==> src/rtl/sram_like_arbiter.sv <==
// Shares one sram-like memory port between the fetch (inst) and data masters.
// Data has fixed priority, grants stay locked until accepted, and responses are steered back in order.
module sram_like_arbiter #(
    parameter int OUTSTANDING = 2
) (
    input  logic        clk,
    input  logic        reset,

    input  logic        inst_req,
    input  logic        inst_wr,
    input  logic [1:0]  inst_size,
    input  logic [31:0] inst_addr,
    input  logic [31:0] inst_wdata,
    output logic        inst_addr_ok,
    output logic        inst_data_ok,
    output logic [31:0] inst_rdata,

    input  logic        data_req,
    input  logic        data_wr,
    input  logic [1:0]  data_size,
    input  logic [31:0] data_addr,
    input  logic [31:0] data_wdata,
    output logic        data_addr_ok,
    output logic        data_data_ok,
    output logic [31:0] data_rdata,

    output logic        mem_req,
    output logic        mem_wr,
    output logic [1:0]  mem_size,
    output logic [31:0] mem_addr,
    output logic [31:0] mem_wdata,
    input  logic        mem_addr_ok,
    input  logic        mem_data_ok,
    input  logic [31:0] mem_rdata
);

    localparam int CW = $clog2(OUTSTANDING) + 1;
    localparam int PW = (OUTSTANDING > 1) ? $clog2(OUTSTANDING) : 1;
    localparam logic [CW-1:0] FULL = CW'(OUTSTANDING);
    localparam logic [PW-1:0] LAST = PW'(OUTSTANDING - 1);
    localparam logic SRC_INST = 1'b0;
    localparam logic SRC_DATA = 1'b1;

    logic          lock;
    logic          lock_src;
    logic          sel;
    logic          sel_req;
    logic          push;
    logic          pop;
    logic [CW-1:0] count;
    logic [PW-1:0] head;
    logic [PW-1:0] tail;
    logic          id_fifo [OUTSTANDING];

    function automatic logic [PW-1:0] wrap_inc(input logic [PW-1:0] p);
        return (p == LAST) ? '0 : p + 1'b1;
    endfunction

    // A pending (not yet accepted) grant keeps its source even if data arrives meanwhile.
    assign sel     = lock ? lock_src : data_req;
    assign sel_req = (sel == SRC_DATA) ? data_req : inst_req;

    // Gated by the registered count, so a pop never frees a slot for a push in the same cycle.
    assign mem_req   = sel_req && (count != FULL);
    assign mem_wr    = (sel == SRC_DATA) ? data_wr    : inst_wr;
    assign mem_size  = (sel == SRC_DATA) ? data_size  : inst_size;
    assign mem_addr  = (sel == SRC_DATA) ? data_addr  : inst_addr;
    assign mem_wdata = (sel == SRC_DATA) ? data_wdata : inst_wdata;

    assign push = mem_req && mem_addr_ok;
    assign pop  = mem_data_ok && (count != '0);

    assign inst_addr_ok = push && (sel == SRC_INST);
    assign data_addr_ok = push && (sel == SRC_DATA);

    // A response with nothing outstanding is dropped: pop is already qualified by count.
    assign inst_data_ok = pop && (id_fifo[head] == SRC_INST);
    assign data_data_ok = pop && (id_fifo[head] == SRC_DATA);
    assign inst_rdata   = mem_rdata;
    assign data_rdata   = mem_rdata;

    always_ff @(posedge clk) begin
        if (reset) begin
            lock     <= 1'b0;
            lock_src <= SRC_INST;
        end else if (mem_req && !mem_addr_ok) begin
            lock     <= 1'b1;
            lock_src <= sel;
        end else if (push) begin
            lock     <= 1'b0;
        end
    end

    always_ff @(posedge clk) begin
        if (reset) begin
            head  <= '0;
            tail  <= '0;
            count <= '0;
        end else begin
            if (push) tail <= wrap_inc(tail);
            if (pop)  head <= wrap_inc(head);
            case ({push, pop})
                2'b10:   count <= count + 1'b1;
                2'b01:   count <= count - 1'b1;
                default: count <= count;
            endcase
        end
    end

    // NOTE: the ID storage has no reset; count gates every read, so stale entries are never used.
    always_ff @(posedge clk) begin
        if (push) id_fifo[tail] <= sel;
    end

endmodule

==> config.mk <==
export PLATFORM = sky130hd
export DESIGN_NAME = sram_like_arbiter
export DESIGN_NICKNAME = d
export VERILOG_FILES = /design/src/rtl/sram_like_arbiter.sv
export SDC_FILE = /design/constraint.sdc
export NUM_CORES = 1
export LEC_CHECK = 0
export BUFFER_PORTS_ARGS = -buffer_cell sky130_fd_sc_hd__buf_2
export CORE_AREA = 2 2 120 122
export CTS_CLUSTER_DIAMETER = 40
export CTS_CLUSTER_SIZE = 16
export DETAILED_ROUTE_END_ITERATION = 10
export DIE_AREA = 0 0 122 124
export GPL_ROUTABILITY_DRIVEN = 0
export PLACE_DENSITY = 0.54
export SKIP_LAST_GASP = 1
export SLEW_MARGIN = 20
export SYNTH_ARGS = -nofsm -noshare
export SYNTH_HDL_FRONTEND = slang
export SYNTH_SLANG_ARGS = --single-unit
==> constraint.sdc <==
create_clock -name clk -period 2.3 [get_ports clk]
set_clock_uncertainty 0.2 [all_clocks]
set_input_delay 0.115 -clock clk [delete_from_list [all_inputs] [get_ports clk]]
set_output_delay 0.115 -clock clk [all_outputs]
set_load 0.02 [all_outputs]
After elaboration in Yosys (flattened, before gate mapping):

Memories as Yosys holds them, arrays and structs flattened. A register that Yosys moved wholly into a read port is not among the register bits.
Index checks and enable logic that the tools add are counted.

* add/sub/neg operators: 4
* equal/unequal tests: 3
* muxes and demuxes: 15
* bitwise operators: 2
* reduce and logical (&&, ||, !) cells: 12

Operator list (count)
* 2-to-1 mux 32 bit: 2
* 2-to-1 mux 1 bit: 11
* logical AND 1 bit: 8
* nonzero test 2 bit: 3
* case mux 2 bit (2 select lines): 1
* adder 1 bit (second input constant): 2
* adder 2 x 1 -> 2 bit (second input constant): 1
* equality test 2 x 1 -> 1 bit (second input constant): 1
* equality test 2 bit (second input constant): 1
* 2-to-1 mux 2 bit: 1
* inequality test 2 bit (second input constant): 1
* inverter 1 bit: 2
* subtractor 2 x 1 -> 2 bit (second input constant): 1
* zero test 1 bit: 1

* bits in registers: 6
* RAM bits: 2
* bits of input ports: 172
* output and inout port bits: 136
* word-level logic and storage cells: 42
* memories kept: 1

Memory list
* id_fifo: depth 2, bits a word 1, read ports 1, clocked after Yosys merged registers in 1, write ports 1, line 53 `logic id_fifo [OUTSTANDING];`

Depth between registers and ports, before layout:

* depth after elaboration: 6
* depth in mapped cells: 7
* mapped depth without buffers: 7

Worst setup path after synthesis:

OpenSTA, ideal clock, no wires.

* path type: flip-flop to flip-flop
* from: register count[0]
* to: register count[1]
* library setup time: 0.070 ns
* data arrival time: 1.585 ns
* required time: 2.030 ns
* path slack: 0.445 ns
* cell stages (with the launch flop): 7
* buffers on the path: 0
* clock period less this slack: 1.855 ns
* cell sequence: dfxtp_1 nand2b_1 and3_1 nand2_1 ha_1 or3_1 a21oi_1

* cells in the longest elaborated chain, start to end: 5
* elaborated cells on any way between the ends: 11
* those cells by class: add/sub (2); eq/ne (3); mux (1); reduce/logical (5)

RTL lines
* from (decl): line 50 `logic [CW-1:0] count;`
* from (signal assigned): line 103 `2'b10: count <= count + 1'b1;`
* from (signal assigned): line 104 `2'b01: count <= count - 1'b1;`
* from (signal assigned): line 105 `default: count <= count;`
* inequality test 2 bit: line 64 `assign mem_req = sel_req && (count != FULL);`
* logical AND 1 bit: line 64
* logical AND 1 bit: line 70 `assign push = mem_req && mem_addr_ok;`
* equality test 2 x 1 -> 1 bit or equality test 2 bit (tied branches): line 102 `case ({push, pop})`
* case mux 2 bit (2 select lines) or nonzero test 2 bit (tied branches)

Parallel ways exist; a longest one is shown, timed or not.
A chain may end at the register's enable or synchronous reset.

Worst setup path after layout:

* from: register lock
* to: output port mem_wdata[28]

* cells in the longest elaborated chain, start to end: 2

RTL lines
* from (decl): line 44 `logic lock;`
* from (signal assigned): line 84 `lock <= 1'b0;`
* from (signal assigned): line 87 `lock <= 1'b1;`
* from (signal assigned): line 90 `lock <= 1'b0;`
* 2-to-1 mux 1 bit: line 60 `assign sel = lock ? lock_src : data_req;`
* 2-to-1 mux 32 bit: line 68 `assign mem_wdata = (sel == SRC_DATA) ? data_wdata : inst_wdata;`
* to (decl): line 31 `output logic [31:0] mem_wdata,`

No other way between the ends.

==> reports/metrics.yaml <==
design_area_um2: 2596
wl_met3_um: 607
wl_met1_mm: 2.617
p_int_mw: 0.9059
routed_wl_mm: 6.603
wl_per_cell_um: 12.87
reg2reg_slack_ns: 0.28
grt_pass1_wl_mm: 8.769
cts-root-buf: "clkbuf_16"
syn_avg_cell_area_um2: 9.155
dp_hpwl_mm: 5.691
die-area_um2: 15130
dpl_cell_area_um2: 2500
layout-drive-gt1-share_pct: 83.43
ys_warn_count: 0
vias: 1758
vias_per_cell: 3.427
syn_inst: 186
p_leak_nw: 1.340
yosysSeqAreaShare_pct: 11.76
switching_power_mw: 0.6533
fillers: 1586
grt_pass1_vias: 1685
critical_path_class: "reg2out"
p_per_area_nw_per_um2: 600.6
drc: 0
met2_length_mm: 3.187
rsz0062_at_grt: "yes"
drtIter0Drc: 51
final_util_pct: 18.92
start_util_pct: 12.41
top_layer: "met4"
grt_start_max_net_pins: 70
tritoncts: "built"
whs_ns: 0.01699
period_minus_slack_ns: 2.232
path_cells: "mux2i_4 -> clkbuf_16 -> mux2_2 -> buf_2"
die_h_um: 124
slew_viol_final: 0
sw_frac_of_total_pct: 41.90
ir_drop_v: 0.0001897
syn_area_um2: 1703
numClockSinks: 9
cts_buffers: 3
worst_slack_ns: 0.06835
status: "finished clean"
post-route-period-util_pct: 97.03
clockBufferDepth: 2
maxSlewHeadroom_pct: 77.29
firstDrtPassIters: 4
power_frac_clock_pct: 19.8
max_stage_delay_ns: 0.44
cp-end-kind: "output port"
ant_nets: 0
nets: 506
synthToLayoutAreaGrowth_pct: 52.46
ys_seq_elements: 9
max-cap-violations: 0
fin_total_pwr_mw: 1.559
postCtsSetupBuffers: 0
tightestPinTransition_ns: 0.3407
io_buffers: 211
insertion_delay_ns: 0.24
antenna_found_initial: 0
ioPinCount: 308
std_cell_rows: 43
syn_nets: 359
comb_power_share_pct: 65.0
hold_viol: 0
clk_pin_slew_ns: 0.04
grt-ovfl-total: 0
design.core.area_um2: 13720
setup_viol: 0
fmax_ghz: 0.4481
synth_cell_types: 25
worst-path-max-fanout: 69
start_kind: "register"
dpl_worst_slack_ns: 0.3112
fp.dieW_um: 122
arrival_ns: 1.92
track_usage_pct: 7.499
htreeDepth: 1
seqPwrFrac_pct: 15.2
crit_required_ns: 1.99
hold_class: "in2reg"
cp_slowest_cell: "dfxtp_1"
==> repair_timing <==
| action | CTS | global route |
|---|---|---|
| hold buffers | 1 | 0 |
| endpoints found under the setup margin | 0 | 10 |
| resized for setup | 0 | 1 |
| endpoints found under the hold margin | 5 | 0 |
==> cells by family (layout without fill, tap and decap cells) <==
kind of cell             Yosys count  count (layout)  synth area share (%)
multiplexers                      70              70                 46.14
AO/OA/AOI/OAI                      7               7                 2.572
other                              0               1                     0
adder cells (fa/ha/maj)            1               1                0.7346
AND/OR/NAND/NOR                   21              21                 5.804
XOR/XNOR                           3               3                 1.543
buffers and inverters             75             221                 31.45
flip-flops                         9               9                 11.76
==> worst max-delay path, delay by kind of cell (launching register included) <==
| family | cells | cell delay, ns |
|---|---|---|
| mux | 2 | 0.68 |
| buf+inv | 2 | 0.52 |
| flops | 1 | 0.44 |
==> final cells by class <==
class,count,area (um^2),share of cell area (%)
Inverter,3,11.26,0.4337
Antenna cell,1,2.502,0.09639
Multi-Input combinational cell,102,979.7,37.73
Timing Repair Buffer,214,1099,42.31
Tap cell,180,225.2,8.675
Clock buffer,4,78.83,3.036
Sequential cell,9,200.2,7.711
==> final timing paths <==
check / from / to / cells past startpoint
max: lock / mem_wdata[28] / 4
min: inst_req / lock_src / 4
max reg2reg: count[0] / count[1] / 6
min reg2reg: count[1] / count[1] / 2
==> synthesized netlist by cell type (all sizes together) <==
cell | n | area [um^2]
a21o | 1 | 7.510
a21oi | 2 | 10.01
a32oi | 1 | 8.760
and3 | 2 | 12.51
buf | 71 | 520.5
clkbuf | 1 | 3.750
dfxtp | 7 | 140.1
edfxtp | 2 | 60.06
ha | 1 | 12.51
inv | 3 | 11.26
mux2 | 68 | 765.7
mux2i | 2 | 20.02
nand2 | 1 | 3.750
nand2b | 2 | 12.51
nand3 | 1 | 5.000
nand3b | 1 | 7.510
nor2 | 12 | 45.04
nor2b | 1 | 6.260
o21a | 1 | 7.510
o21ai | 2 | 10.01
or3 | 1 | 6.260
xnor2 | 1 | 8.760
xor2 | 2 | 17.52
==> cells in the final DEF, fill, tap and decap left out, drive strengths merged <==
cell type and instances:
nor2b 1, a21oi 2, buf 212, nand3b 1, dlygate4sd3 1, nor2 12, and3 2, o21a 1
edfxtp 2, mux2i 2, mux2 68, clkbuf 5, nand2b 2, o21ai 2, dfxtp 7, inv 3
diode 1, or3 1, nand2 1, xnor2 1, a21o 1, a32oi 1, nand3 1, xor2 2
ha 1
==> power by group through the flow <==
stage          Sequential [mW]  Clock [mW]  Combinational [mW]
2_1_floorplan            0.231           0               0.825
3_3_place_gp             0.240           0                1.02
3_5_place_dp             0.239           0                1.02
4_1_cts                  0.237       0.317                1.03
5_1_grt                  0.244       0.326                1.09
6_report                 0.237       0.309                1.01
==> metal layers <==
| metal | vias to the layer above | global-route usage [%] |
|---|---|---|
| li1 | 867 | - |
| met1 | 772 | 9.301 |
| met2 | 92 | 11.94 |
| met3 | 27 | 2.152 |
| met4 | 0 | 3.592 |
| met5 | - | 0 |
==> per-stage QoR <==
stage / instances / setup TNS, ns
after floorplan: 186 / 0
after global placement: 507 / 0
after detailed placement: 507 / 0
after CTS: 512 / 0
after global routing: 512 / -0.06758
final: 513 / 0
Note: power is estimated with default switching activity, not from simulation.
